`config.mk`:
```
export PLATFORM = sky130hd
export DESIGN_NAME = cobra_run_ctrl
export DESIGN_NICKNAME = d
export VERILOG_FILES = /design/src/rtl/cobra_run_ctrl.sv
export SDC_FILE = /design/constraint.sdc
export NUM_CORES = 1
export LEC_CHECK = 0
export CORE_MARGIN = 1
export CORE_UTILIZATION = 44
export CTS_CLUSTER_DIAMETER = 200
export CTS_CLUSTER_SIZE = 20
export DETAILED_ROUTE_END_ITERATION = 6
export GPL_TIMING_DRIVEN = 0
export PLACE_DENSITY = 0.76
export SLEW_MARGIN = 20
export SYNTH_ARGS = -nofsm -noshare
export SYNTH_HDL_FRONTEND = slang
export SYNTH_SLANG_ARGS = --single-unit
```
`constraint.sdc`:
```
create_clock -name clk_i -period 2.5 [get_ports clk_i]
set_clock_uncertainty 0.1 [all_clocks]
set_input_delay 0.5 -clock clk_i [delete_from_list [all_inputs] [get_ports clk_i]]
set_output_delay 0.5 -clock clk_i [all_outputs]
set_load 0.05 [all_outputs]
```
`src/rtl/cobra_run_ctrl.sv`:
```
// cobra_run_ctrl: run/halt/single-step enable generator for the CYBERcobra core.
// Define COBRA_RUN_CTRL_BP_EN to build the PC breakpoint register and comparator.
module cobra_run_ctrl #(
    parameter int PC_W  = 32,
    parameter int CNT_W = 16
) (
    input  logic            clk_i,
    input  logic            rst_i,
    input  logic            cmd_valid_i,
    output logic            cmd_ready_o,
    input  logic [1:0]      cmd_op_i,
    input  logic [31:0]     cmd_arg_i,
    input  logic            brk_i,
    input  logic [PC_W-1:0] pc_i,
    output logic            core_en_o,
    output logic            halted_o,
    output logic            bp_hit_o,
    output logic [31:0]     retired_o
);

    typedef enum logic [1:0] {
        ST_HALT,
        ST_RUN,
        ST_STEP
    } state_t;

    typedef enum logic [1:0] {
        OP_HALT   = 2'b00,
        OP_RUN    = 2'b01,
        OP_STEP   = 2'b10,
        OP_SET_BP = 2'b11
    } op_t;

    state_t           state;
    op_t              cmd_op;
    logic [CNT_W-1:0] step_cnt;
    logic [CNT_W-1:0] step_arg;
    logic [31:0]      retired;
    logic             accept;
    logic             bp_match;
    logic             core_en;
    logic             unused_bits;

    assign cmd_op   = op_t'(cmd_op_i);
    assign step_arg = cmd_arg_i[CNT_W-1:0];
    assign accept   = cmd_valid_i && cmd_ready_o;

    // Only the low argument bits matter; the reduction keeps the rest visibly consumed.
    assign unused_bits = ^{cmd_arg_i, pc_i};

`ifdef COBRA_RUN_CTRL_BP_EN
    logic [PC_W-1:0] bp_addr;
    logic            bp_valid;
    logic            first_run;
    logic            bp_hit;
    logic            set_bp;

    // first_run masks the comparator so a RUN issued while sitting on the
    // breakpoint address can execute that instruction instead of re-halting.
    assign bp_match = bp_valid && (pc_i == bp_addr) && !first_run && (state == ST_RUN);
    assign set_bp   = accept && (cmd_op == OP_SET_BP) &&
                      ((state == ST_HALT) || ((state == ST_RUN) && !brk_i && !bp_match));
    assign bp_hit_o = bp_hit;
`else
    assign bp_match = 1'b0;
    assign bp_hit_o = 1'b0;
`endif

    // Halts from brk_i or the breakpoint must suppress this very cycle's
    // instruction, so the enable is combinational rather than registered.
    assign core_en     = !rst_i && !brk_i &&
                         (((state == ST_RUN) && !bp_match) || (state == ST_STEP));
    assign core_en_o   = core_en;
    assign cmd_ready_o = (state != ST_STEP);
    assign halted_o    = (state == ST_HALT);
    assign retired_o   = retired;

    // Control FSM plus the retire counter; priority is brk_i, then breakpoint, then command.
    always_ff @(posedge clk_i or posedge rst_i) begin
        if (rst_i) begin
            state    <= ST_HALT;
            step_cnt <= '0;
            retired  <= '0;
`ifdef COBRA_RUN_CTRL_BP_EN
            bp_addr   <= '0;
            bp_valid  <= 1'b0;
            first_run <= 1'b0;
            bp_hit    <= 1'b0;
`endif
        end else begin
            if (core_en) begin
                retired <= retired + 32'd1;
            end

            case (state)
                ST_HALT: begin
                    if (accept) begin
                        case (cmd_op)
                            OP_RUN: begin
                                state <= ST_RUN;
`ifdef COBRA_RUN_CTRL_BP_EN
                                first_run <= 1'b1;
                                bp_hit    <= 1'b0;
`endif
                            end
                            OP_STEP: begin
                                if (step_arg != '0) begin
                                    step_cnt <= step_arg;
                                    state    <= ST_STEP;
`ifdef COBRA_RUN_CTRL_BP_EN
                                    bp_hit <= 1'b0;
`endif
                                end
                            end
                            default: begin
                            end
                        endcase
                    end
                end

                ST_RUN: begin
`ifdef COBRA_RUN_CTRL_BP_EN
                    first_run <= 1'b0;
`endif
                    if (brk_i) begin
                        state <= ST_HALT;
                    end
`ifdef COBRA_RUN_CTRL_BP_EN
                    else if (bp_match) begin
                        state  <= ST_HALT;
                        bp_hit <= 1'b1;
                    end
`endif
                    else if (accept && (cmd_op == OP_HALT)) begin
                        state <= ST_HALT;
                    end
                end

                ST_STEP: begin
                    if (brk_i) begin
                        state    <= ST_HALT;
                        step_cnt <= '0;
                    end else begin
                        step_cnt <= step_cnt - CNT_W'(1);
                        if (step_cnt == CNT_W'(1)) begin
                            state <= ST_HALT;
                        end
                    end
                end

                default: begin
                    state <= ST_HALT;
                end
            endcase

`ifdef COBRA_RUN_CTRL_BP_EN
            if (set_bp) begin
                if (cmd_arg_i == 32'hFFFF_FFFF) begin
                    bp_valid <= 1'b0;
                end else begin
                    bp_addr  <= cmd_arg_i[PC_W-1:0];
                    bp_valid <= 1'b1;
                end
            end
`endif
        end
    end

endmodule

```
* Word level (Yosys, flattened, before mapping) *
Index checks and enable logic that the tools add are counted.

storage, ports and cells
  bits in writable memories = 0
  memories = 0
  bits of input ports = 70
  ROM bits = 0
  logic and storage cells = 44
  register bits = 50
  bits in latches = 0

cells by class
  reduce and logical (&&, ||, !) cells = 13
  $mul = 0
  mux-type cells = 13
  shift-type cells = 0
  bitwise operators = 0
  divide/modulo/power cells = 0
  add/sub/neg operators = 2
  order comparisons = 0
  equality and inequality tests = 13

operator list
  cell                                                                     count
  16-bit 2-to-1 mux                                                        4
  32-bit by 1-bit adder with 32-bit output, second input constant          1
  16-bit case mux with 2 select lines                                      1
  16-bit by 1-bit equality test with 1-bit output, second input constant   1
  16-bit nonzero test                                                      1
  16-bit by 1-bit subtractor with 16-bit output, second input constant     1
  2-bit 2-to-1 mux                                                         6
  2-bit by 1-bit inequality test with 1-bit output, second input constant  3
  3-bit by 2-bit inequality test with 1-bit output, second input constant  2
  2-bit case mux with 3 select lines                                       1
  5-bit AND reduction                                                      1
  2-bit by 1-bit equality test with 1-bit output, second input constant    2
  2-bit equality test, second input constant                               2
  1-bit logical AND                                                        4
  2-bit zero test                                                          2
  2-bit case mux with 2 select lines                                       1
  4-bit AND reduction                                                      1
  3-bit by 1-bit inequality test with 1-bit output, second input constant  1
  3-bit inequality test, second input constant                             1
  1-bit zero test                                                          2
  2-bit inequality test, second input constant                             1
  2-bit nonzero test                                                       1
  1-bit logical OR                                                         1

* Logic depth before layout (Yosys ltp) *
Gate-level depths: netlist (run 1).

  depth after elaboration = 6
  mapped depth = 8
  gate-level depth less buffers = 7

* Worst setup path after synthesis (run 1) *
Ideal clock, no wire load.

  kind = register to register
  from = reg state[1]
  to = reg retired[17] (netlist: retired_o[17])
  cell stages (with the launch flop) = 8
  data required time = 2.259 ns
  setup slack = 0.157 ns
  arrival time = 2.102 ns
  setup time = 0.141 ns
  clock period less this slack = 2.343 ns
  path through = dfrtp_1 > inv_1 > ha_1 > nor3b_4 > nand3_2 > nor4_4 > nand4_1 > xnor2_1

on the way
  cells in the longest elaborated chain, start to end = 3
  elaborated cells between the ends (all ways) = 4

RTL lines
  element                                                                                RTL line  text
  from (decl)                                                                            34        state_t state;
  from (signal assigned)                                                                 81        state <= ST_HALT;
  from (signal assigned)                                                                 100       state <= ST_RUN;
  from (signal assigned)                                                                 109       state <= ST_STEP;
  2-bit by 1-bit equality test with 1-bit output or 2-bit equality test (tied branches)  72        (((state == ST_RUN) && !bp_match) || (state == ST_STEP));
  1-bit logical OR (*)                                                                   72
  1-bit logical AND (*)                                                                  71        assign core_en = !rst_i && !brk_i &&
  named net core_en_o                                                                    15        output logic core_en_o,
  to (signal assigned)                                                                   92        retired <= retired + 32'd1;
  to (decl)                                                                              38        logic [31:0] retired;

The timed path passes the listed nets; every way through them passes the cells marked *.
A chain may end at the register's enable or synchronous reset.

* Worst setup path in the final report (run 1) *
  from = in brk_i
  to = out core_en_o

on the way
  cells in the longest elaborated chain, start to end = 3

RTL lines
  element                         RTL line  text
  from (decl)                     13        input logic brk_i,
  1-bit zero test                 71
  1-bit logical AND (2 in a row)  71
  to (decl)                       15

Every way passes these cells.

==> summary.txt, run 1 <==
================================================================================
Post-route ant nets ...............................................            0
Total Wirelength ..................................................      6310 um
Unrepaired setup endpoints after global routing ...................           no
Share of async-settable or async-resettable flops after synthesis .         100%
Relative contribution of combinational cells to total power .......        38.2%
Fraction of the yosys area taken by sequential cells ..............        45.5%
Most heavily used metal layer in global routing ...................         met2
Static leakage ....................................................      1.53 nW
Post-synthesis cell count .........................................          282
Power after layout ................................................      2.79 mW
Overflow left after global routing ................................            0
Horizontal die dimension ..........................................      81.1 um
Placed Cells ......................................................          414
Via count normalized by instance count ............................         5.55
Number of DRC markers in iteration 0 ..............................          147
Clock-pin slew on the worst setup and hold paths ..................      0.09 ns
Layout area overhead ..............................................        28.6%
Path class of the lowest-slack min-delay path ..................... flop to flop
Met2 Track Usage GR ...............................................        33.4%
Share of power burned in the clock network ........................        20.9%
Effective utilization at floorplan ................................        45.9%
Clock Latency Late Sink ...........................................      0.30 ns
Number of core rows ...............................................           28
Number of buffers inserted during clock tree synthesis ............            5
# nets final ......................................................          422
Peak VDD IR .......................................................     0.424 mV
Global-route usage over all layers ................................        20.7%
Die ar. ...........................................................  0.00657 mm2
Post-cts hold buffer count ........................................            0
Crit path launch type .............................................    input pin
Yosys synthesis warning count .....................................            0
Wire length per cell after detailed routing .......................      15.0 um
N_diodes ..........................................................            0
Delay of the slowest cell on the worst path .......................      0.55 ns
Pint ..............................................................      1.69 mW
Routed via count ..................................................        2,338
Depth of the CTS H-tree ...........................................            2
Buffers plus inverters on the worst setup path ....................            2
GR met1 Demand/Resource ...........................................        27.8%
Initial antenna violation count ...................................            0
Maximum clock path buffer count ...................................            2
EDFF count, synth .................................................            0
DRC violations left ...............................................            0
Total of endpoints with negative setup slack in the final report ..            0
Number of clock sinks .............................................           50
Post-synth top cells .............................................. 50 x sky130_fd_sc_hd__dfrtp_1, 23 x sky130_fd_sc_hd__nor2_1, 21 x sky130_fd_sc_hd__xnor2_1, 17 x sky130_fd_sc_hd__o21ai_0
Count of boundary I/O pins ........................................          106
Highest Clock Rate ................................................      414 MHz
Maximum number of pins on one net before global-route repair ......           29
Cell taking the most area after synthesis ......................... sky130_fd_sc_hd__dfrtp_1
Clock tree from TritonCTS .........................................        built
Chip Height .......................................................      81.1 um
Result of the run .................................................    completed
Final-report hold violation count .................................            0
Filler-free cell count of the finished design .....................          421
Endpoint type of the worst setup path .............................  output port
Netlist area before placement .....................................  0.00275 mm2
Final period utilization ..........................................        96.7%
Vias in the first global route ....................................        2,175
Count of input and output buffers .................................           56
Signal arrival time at the worst endpoint .........................      1.82 ns
RD Place Congestion ...............................................        0.856
Most frequent cell after synthesis ................................ sky130_fd_sc_hd__dfrtp_1
Worst hold slack after final layout ...............................     0.381 ns
Dominant synthesized flop cell .................................... sky130_fd_sc_hd__dfrtp_1
Post-synth top area share .........................................        45.5%
Switching share of total power ....................................        39.5%
Fraction of final layout cells with drive strength greater than 1 .        10.4%
Max_cap viols .....................................................            0
Top area cells in the synthesized netlist ......................... sky130_fd_sc_hd__dfrtp_1 45%, sky130_fd_sc_hd__xnor2_1 6.7%, sky130_fd_sc_hd__xor2_1 3.5%, sky130_fd_sc_hd__nor2_1 3.1%, sky130_fd_sc_hd__o21ai_0 3.1%
Critical path's slowest cell ...................................... sky130_fd_sc_hd__clkdlybuf4s50_1
Total Neg Setup Slack .............................................         0 ns
CP max FO .........................................................            6
Count of final max-slew check failures ............................            0
Cell family contributing the most delay on the critical path ...... buffers and inverters
Average instance area after synthesis .............................     9.76 um2
First-pass GRT wire length ........................................    10,400 um
Slew headroom .....................................................        65.0%
Power density relative to cell area ...............................   789 mW/mm2
Proportion of power drawn by flip-flops and latches ...............        40.9%
Clk Tree Root Cell ................................................ sky130_fd_sc_hd__clkbuf_8
Slew @ Worst Pin ..................................................     0.524 ns
Library cells used by synthesis ...................................           47
Placed wire-length estimate .......................................      4590 um
Core ar. ..........................................................  0.00599 mm2
Met3 Track Usage GR ...............................................        4.61%
Net load switching power ..........................................      1.10 mW
Critical Path RT ..................................................      1.90 ns
Length of the first detailed-routing pass in iterations ...........            5
Synth Register Bits ...............................................           50
Series of cell instances along the critical path .................. clkdlybuf4s50_1, nor3b_4, clkdlybuf4s15_2
Number of nets in the synthesized netlist .........................          358
Post-layout minimum cycle time ....................................      2.42 ns
Worst setup path category ......................................... input pin to output port
================================================================================
## worst register-to-register path: cells and delay by family (launching register included)
| kind | cells | cell delay, ns |
|---|---|---|
| flops | 1 | 0.37 |
| buf+inv | 1 | 0.08 |
| fa+ha+maj | 1 | 0.31 |
| xor+xnor | 1 | 0.15 |
| simple gates | 4 | 1.01 |
## sequential cells by signal, summed over array words and instances (netlist names)
register   flops
state          2
retired_o     32
step_cnt      16
## cell families after synthesis
group | after synthesis | share of synthesized area (%)
multiplexers | 1 | 0.409
XOR/XNOR | 32 | 10.2
AO/OA/AOI/OAI | 63 | 13.3
buffers and inverters | 25 | 3.68
other | 1 | 0.136
adder cells (fa/ha/maj) | 6 | 2.73
flip-flops | 50 | 45.5
AND/OR/NAND/NOR | 104 | 24.1
## layout make-up
cell class,count,area (um2)
Fill cell,528,2450
Multi-Input combinational cell,207,1400
Sequential cell,50,1250
Timing Repair Buffer,57,576
Tap cell,75,93.8
Clock buffer,6,82.6
Inverter,15,57.6
Buffer,10,46.3
Clock inverter,1,30.0
## cell usage in the layout, fill, tap and decap left out, types with 2 or more instances in the layout
master,Yosys,final
sky130_fd_sc_hd__and3_1,4,4
sky130_fd_sc_hd__xor2_1,11,11
sky130_fd_sc_hd__dfrtp_1,50,50
sky130_fd_sc_hd__nand2_1,15,15
sky130_fd_sc_hd__nand4_1,7,7
sky130_fd_sc_hd__nor4_1,7,7
sky130_fd_sc_hd__nor2_1,23,23
sky130_fd_sc_hd__a22oi_1,9,9
sky130_fd_sc_hd__ha_1,6,5
sky130_fd_sc_hd__clkbuf_8,0,6
sky130_fd_sc_hd__clkdlybuf4s50_1,0,53
sky130_fd_sc_hd__and2_1,6,6
sky130_fd_sc_hd__o21ai_0,17,17
sky130_fd_sc_hd__a32oi_1,4,4
sky130_fd_sc_hd__buf_2,3,4
sky130_fd_sc_hd__nor3_2,3,3
sky130_fd_sc_hd__nor3_1,8,8
sky130_fd_sc_hd__a21oi_1,15,15
sky130_fd_sc_hd__nand2b_1,3,3
sky130_fd_sc_hd__xnor2_1,21,21
sky130_fd_sc_hd__inv_1,14,13
sky130_fd_sc_hd__o21ai_1,12,12
sky130_fd_sc_hd__nand3_1,9,9
sky130_fd_sc_hd__a31oi_1,3,3
sky130_fd_sc_hd__clkbuf_1,6,5
sky130_fd_sc_hd__nor4_2,2,2
sky130_fd_sc_hd__nand4_4,2,2
## stage by stage
| stage | cell area [um2] | worst slack [ns] | utilization (%) |
|---|---|---|---|
| final | 3540 | 0.0830 | 59.1 |
| after global routing | 3540 | 0.0158 | 59.1 |
| after CTS | 3540 | 0.0239 | 59.1 |
| after detailed placement | 3430 | -0.344 | 57.2 |
| after global placement | 3410 | -0.395 | 56.9 |
| after floorplan | 2750 | 0.157 | - |
## path summary, 6_finish.rpt
path,from,to,slack (ns),cells after the start
worst max-delay path,brk_i,core_en_o,0.08,3
worst min-delay path,retired_o[31],retired_o[31],0.38,1
worst max register to register,state[0],retired_o[22],0.38,7
worst min register to register,retired_o[31],retired_o[31],0.38,1
max in group asynchronous,rst_i,retired_o[31],1.21,3
min in group asynchronous,rst_i,state[1],0.56,2
## metal layers
layer	part of all wire, %	wire [um]
met1	45	2850
met2	46	2920
met3	7.4	465
met4	1.2	74
met5	0	0
## power by group through the flow
stage | Sequential [mW] | Combinational, mW | Clock, mW
2_1_floorplan | 1.23 | 0.666 | 0
3_3_place_gp | 1.14 | 1.05 | 0
3_5_place_dp | 1.15 | 1.07 | 0
4_1_cts | 1.14 | 1.07 | 0.600
5_1_grt | 1.17 | 1.18 | 0.634
6_report | 1.14 | 1.07 | 0.583
## what timing repair did
item	4_1_cts	5_1_grt
resized for setup	9	3
endpoints found under the setup margin	3	1
pin swaps	0	0
buffers inserted	0	0
No activity file was read; power rests on OpenSTA's default activity.
==> inputs of run 2 (changes only) <==
--- a/config.mk
+++ b/config.mk
@@ -5,13 +5,12 @@
 export SDC_FILE = /design/constraint.sdc
 export NUM_CORES = 1
 export LEC_CHECK = 0
-export CORE_MARGIN = 1
-export CORE_UTILIZATION = 44
+export CORE_UTILIZATION = 48
 export CTS_CLUSTER_DIAMETER = 200
 export CTS_CLUSTER_SIZE = 20
 export DETAILED_ROUTE_END_ITERATION = 6
 export GPL_TIMING_DRIVEN = 0
-export PLACE_DENSITY = 0.76
+export PLACE_DENSITY = 0.83
 export SLEW_MARGIN = 20
 export SYNTH_ARGS = -nofsm -noshare
 export SYNTH_HDL_FRONTEND = slang
==> constraint.sdc (replaced) <==
create_clock -name clk_i -period 2.9 [get_ports clk_i]
set_clock_uncertainty 0.1 [all_clocks]
set_input_delay 0.58 -clock clk_i [delete_from_list [all_inputs] [get_ports clk_i]]
set_output_delay 0.58 -clock clk_i [all_outputs]
set_load 0.05 [all_outputs]
==> summary.txt, run 2 (synthesis gave the netlist of run 1 again) <==
================================================================================
Result of the run .................................................    completed
Filler cell count in the final layout .............................          443
Die ar. ...........................................................  0.00604 mm2
Overflow left after global routing ................................            0
Slew @ Worst Pin ..................................................     0.614 ns
Wire length per cell after detailed routing .......................      14.6 um
Post-route ant nets ...............................................            0
Crit path launch type .............................................    input pin
Number of core rows ...............................................           27
RD Place Congestion ...............................................        0.912
First-pass GRT wire length ........................................    10,600 um
Path class of the lowest-slack min-delay path ..................... flop to flop
Post-route standard cell area excluding fillers ...................  0.00352 mm2
Placement-stage cell area .........................................  0.00343 mm2
Global-route usage over all layers ................................        22.0%
Fraction of final layout cells with drive strength greater than 1 .        9.51%
Via count normalized by instance count ............................         5.47
Max_cap viols .....................................................            0
Worst setup path category ......................................... input pin to output port
Vias in the first global route ....................................        2,239
Length of the first detailed-routing pass in iterations ...........            4
Endpoint type of the worst setup path .............................  output port
Clock Latency Late Sink ...........................................      0.31 ns
Highest Clock Rate ................................................      366 MHz
Final design utilization ..........................................        63.9%
Number of DRC markers in iteration 0 ..............................          113
CP max FO .........................................................            6
N_diodes ..........................................................            0
Power density relative to cell area ...............................   661 mW/mm2
Placed wire-length estimate .......................................      4570 um
Maximum number of pins on one net before global-route repair ......           28
Number of buffers inserted during clock tree synthesis ............            5
Combined flip-flop and latch cell area ............................  0.00125 mm2
Number of clock sinks .............................................           50
Signal arrival time at the worst endpoint .........................      2.05 ns
Routed via count ..................................................        2,293
Peak VDD IR .......................................................     0.355 mV
Final-report hold violation count .................................            0
Chip Height .......................................................      77.7 um
Most frequent cells in the layout ................................. 54 x sky130_fd_sc_hd__clkdlybuf4s50_1, 50 x sky130_fd_sc_hd__dfrtp_1, 23 x sky130_fd_sc_hd__nor2_1, 21 x sky130_fd_sc_hd__xnor2_1, 17 x sky130_fd_sc_hd__o21ai_0
Count of final max-slew check failures ............................            0
Static leakage ....................................................      1.53 nW
Total Wirelength ..................................................      6110 um
Clock-pin slew on the worst setup and hold paths ..................      0.09 ns
Initial antenna violation count ...................................            0
Critical Path RT ..................................................      2.22 ns
Count of input and output buffers .................................           56
Horizontal die dimension ..........................................      77.7 um
Count of boundary I/O pins ........................................          106
DRC violations left ...............................................            0
Clock tree from TritonCTS .........................................        built
Maximum clock path buffer count ...................................            2
Commonest non-fill, non-tap cell in the layout .................... sky130_fd_sc_hd__clkdlybuf4s50_1
Final period utilization ..........................................        94.3%
Total of endpoints with negative setup slack in the final report ..            0
# nets final ......................................................          422
Core ar. ..........................................................  0.00551 mm2
Post-CTS setup buffer count .......................................            0
Unrepaired setup endpoints after global routing ...................           no
Post-layout minimum cycle time ....................................      2.73 ns
Number of flip-flops under the largest register name ..............           32
Effective utilization at floorplan ................................        50.0%
Slew headroom .....................................................        59.0%
Depth of the CTS H-tree ...........................................            2
Clk Tree Root Cell ................................................ sky130_fd_sc_hd__clkbuf_8
Area of the multi-input gates .....................................  0.00140 mm2
Layout area overhead ..............................................        27.9%
================================================================================
## run 2: changes by cell type in the layout (fill, tap and decap cells not counted)
cell / change
sky130_fd_sc_hd__buf_12: -1
sky130_fd_sc_hd__buf_16: +1
sky130_fd_sc_hd__buf_2: -1
sky130_fd_sc_hd__bufinv_16: -1
sky130_fd_sc_hd__clkbuf_1: +1
sky130_fd_sc_hd__clkdlybuf4s15_2: -1
sky130_fd_sc_hd__clkdlybuf4s50_1: +1
sky130_fd_sc_hd__clkinv_1: +1
sky130_fd_sc_hd__clkinvlp_4: +1
sky130_fd_sc_hd__ha_1: +1
sky130_fd_sc_hd__ha_2: -1
## run 2: where the power goes
group          leakage [nW]  total (mW)  switching [mW]  internal [mW]
Combinational         0.834       0.916           0.570          0.346
Clock                0.0472       0.427           0.234          0.192
Sequential            0.647       0.983           0.147          0.837
## run 2: timing repair
item,in CTS,in global routing
hold buffers,0,0
hold endpoints to repair,0,0
gates resized for setup,2,2
gates cloned,0,0
setup endpoints to repair,2,1
## run 2: layout make-up
cell class                      instances  area share [%]
Buffer                                 10            1.28
Clock buffer                            6            2.35
Clock inverter                          2           0.356
Inverter                               15            1.60
Multi-Input combinational cell        207            39.8
Sequential cell                        50            35.6
Tap cell                               72            2.56
Timing Repair Buffer                   57            16.5
## run 2: worst paths after layout
| kind | to | slack [ns] | start | depth (start not counted) |
|---|---|---|---|---|
| worst max-delay path | core_en_o | 0.17 | brk_i | 3 |
| max in group asynchronous | retired_o[26] | 1.50 | rst_i | 3 |
| min in group asynchronous | state[1] | 0.67 | rst_i | 2 |
| worst min register to register | retired_o[31] | 0.38 | retired_o[31] | 1 |
| worst min-delay path | retired_o[31] | 0.38 | retired_o[31] | 1 |
| worst max register to register | step_cnt[14] | 0.72 | state[0] | 7 |
## run 2: per-layer routing
metal / up-vias / part of all wire, % / track usage (%)
met5: - / 0 / 0
met4: 0 / 0.69 / 3.96
met3: 6 / 6.4 / 6.35
met2: 72 / 47 / 36.4
met1: 1079 / 46 / 29.1
li1: 1136 / - / -
## run 2: worst max-delay path, cell delays in order
cell	delay [ns]
sky130_fd_sc_hd__clkdlybuf4s50_1	0.55
sky130_fd_sc_hd__nor3b_4	0.35
sky130_fd_sc_hd__dlygate4sd2_1	0.57
## run 2: per-stage QoR
step	instances	setup WS [ns]	power, mW	TNS [ns]	hold WS (ns)
final	419	0.166	2.33	0	0.385
after global routing	419	0.111	2.50	0	0.420
after CTS	419	0.0602	2.33	0	0.383
after detailed placement	411	-0.116	1.91	-0.116	0.369
after global placement	410	-0.112	1.89	-0.927	0.359
after floorplan	282	0.557	1.63	0	0.360
==> inputs of run 3 (changes only) <==
==> constraint.sdc (replaced) <==
create_clock -name clk_i -period 2.9 [get_ports clk_i]
set_clock_uncertainty 0.1 [all_clocks]
set_input_delay 0.58 -clock clk_i [delete_from_list [all_inputs] [get_ports clk_i]]
set_output_delay 0.58 -clock clk_i [all_outputs]
set_load 0.02 [all_outputs]
==> summary.txt, run 3 (synthesis gave the netlist of run 1 again) <==
================================================================================
Post-CTS setup buffer count .......................................            0
Static leakage ....................................................      1.52 nW
Total of endpoints with negative setup slack in the final report ..            0
Crit path launch type .............................................    input pin
Number of buffers inserted during clock tree synthesis ............            5
Depth of the CTS H-tree ...........................................            2
Total Wirelength ..................................................      6090 um
Post-route ant nets ...............................................            0
Via count normalized by instance count ............................         5.47
RD Place Congestion ...............................................        0.912
Horizontal die dimension ..........................................      77.7 um
Share of power burned in the clock network ........................        19.1%
Switching share of total power ....................................        38.0%
Proportion of power drawn by flip-flops and latches ...............        44.1%
First-pass GRT wire length ........................................    10,500 um
Post-cts hold buffer count ........................................            0
Final-report hold violation count .................................            0
Commonest non-fill, non-tap cell in the layout .................... sky130_fd_sc_hd__clkdlybuf4s50_1
Endpoint type of the worst setup path .............................  output port
Vias in the first global route ....................................        2,229
Result of the run .................................................    completed
Peak VDD IR .......................................................     0.340 mV
Fraction of final layout cells with drive strength greater than 1 .        9.54%
Global-route usage over all layers ................................        21.9%
Final design utilization ..........................................        64.0%
Maximum clock path buffer count ...................................            2
Overflow left after global routing ................................            0
Path class of the lowest-slack min-delay path ..................... flop to flop
Count of input and output buffers .................................           56
Number of DRC markers in iteration 0 ..............................          144
Slew @ Worst Pin ..................................................     0.613 ns
Final period utilization ..........................................        97.3%
DRC violations left ...............................................            0
Post-layout minimum cycle time ....................................      2.82 ns
# nets final ......................................................          421
Pint ..............................................................      1.38 mW
Clock Latency Late Sink ...........................................      0.31 ns
Number of flip-flops under the largest register name ..............           32
Count of boundary I/O pins ........................................          106
Clock tree from TritonCTS .........................................        built
Die ar. ...........................................................  0.00604 mm2
Worst setup path category ......................................... input pin to output port
Chip Height .......................................................      77.7 um
Clk Tree Root Cell ................................................ sky130_fd_sc_hd__clkbuf_8
Slew headroom .....................................................        59.1%
Clock-pin slew on the worst setup and hold paths ..................      0.09 ns
Power density relative to cell area ...............................   632 mW/mm2
Count of final max-slew check failures ............................            0
Maximum number of pins on one net before global-route repair ......           28
Number of clock sinks .............................................           50
Core ar. ..........................................................  0.00551 mm2
Wire length per cell after detailed routing .......................      14.6 um
Layout area overhead ..............................................        28.1%
N_diodes ..........................................................            0
Total Neg Setup Slack .............................................         0 ns
Number of core rows ...............................................           27
Max_cap viols .....................................................            0
Critical Path RT ..................................................      2.22 ns
Signal arrival time at the worst endpoint .........................      2.14 ns
Highest Clock Rate ................................................      354 MHz
Relative contribution of combinational cells to total power .......        36.8%
Length of the first detailed-routing pass in iterations ...........            4
Power after layout ................................................      2.23 mW
Initial antenna violation count ...................................            0
CP max FO .........................................................            6
Net load switching power ..........................................       847 uW
Effective utilization at floorplan ................................        50.0%
Post-cts resize count .............................................            0
Most frequent cells in the layout ................................. 56 x sky130_fd_sc_hd__clkdlybuf4s50_1, 50 x sky130_fd_sc_hd__dfrtp_1, 23 x sky130_fd_sc_hd__nor2_1, 21 x sky130_fd_sc_hd__xnor2_1, 17 x sky130_fd_sc_hd__o21ai_0
Placed wire-length estimate .......................................      4570 um
Unrepaired setup endpoints after global routing ...................           no
Routed via count ..................................................        2,286
================================================================================
==> run 3: layout make-up <==
cell class | count | area (um2)
Fill cell | 441 | 1980
Clock inverter | 2 | 12.5
Sequential cell | 50 | 1250
Clock buffer | 6 | 82.6
Inverter | 15 | 60.1
Tap cell | 72 | 90.1
Timing Repair Buffer | 57 | 588
Buffer | 9 | 41.3
Multi-Input combinational cell | 207 | 1400
==> run 3: worst max-delay path: stages <==
cell	delay, ns
sky130_fd_sc_hd__clkdlybuf4s50_1	0.55
sky130_fd_sc_hd__nor3b_4	0.35
sky130_fd_sc_hd__clkdlybuf4s50_1	0.66
==> run 3: final timing paths <==
check                           cells after the start          start  slack, ns             to
max in group asynchronous                           3          rst_i       1.50  retired_o[26]
worst max register to register                      7       state[0]       0.57   step_cnt[14]
worst min-delay path                                1  retired_o[31]       0.38  retired_o[31]
worst min register to register                      1  retired_o[31]       0.38  retired_o[31]
worst max-delay path                                3          brk_i       0.08      core_en_o
min in group asynchronous                           2          rst_i       0.67       state[1]
==> run 3: power groups by stage <==
stage	clock network [mW]	registers, mW	logic [mW]
final	0.426	0.983	0.819
after global routing	0.473	1.01	0.919
after detailed placement	0	0.993	0.815
after global placement	0	0.988	0.796
after CTS	0.436	0.980	0.817
after floorplan	0	0.995	0.534
==> run 3: layer usage <==
metal  vias to the layer above  routed length, um  track usage (%)
met2                        62               2860             36.3
met4                         0                 32             3.58
met5                         -                  0                0
met1                      1087               2850             29.0
li1                       1133                  -                -
met3                         4                343             6.24
==> run 3: metrics by stage <==
step | std cells | setup WS [ns] | hold slack [ns] | area, um2
final | 418 | 0.0775 | 0.385 | 3520
after global routing | 418 | 0.00177 | 0.420 | 3520
after CTS | 418 | 0.0519 | 0.383 | 3520
after detailed placement | 411 | 0.0827 | 0.369 | 3430
after global placement | 410 | -0.0183 | 0.359 | 3400
after floorplan | 282 | 0.839 | 0.360 | 2750
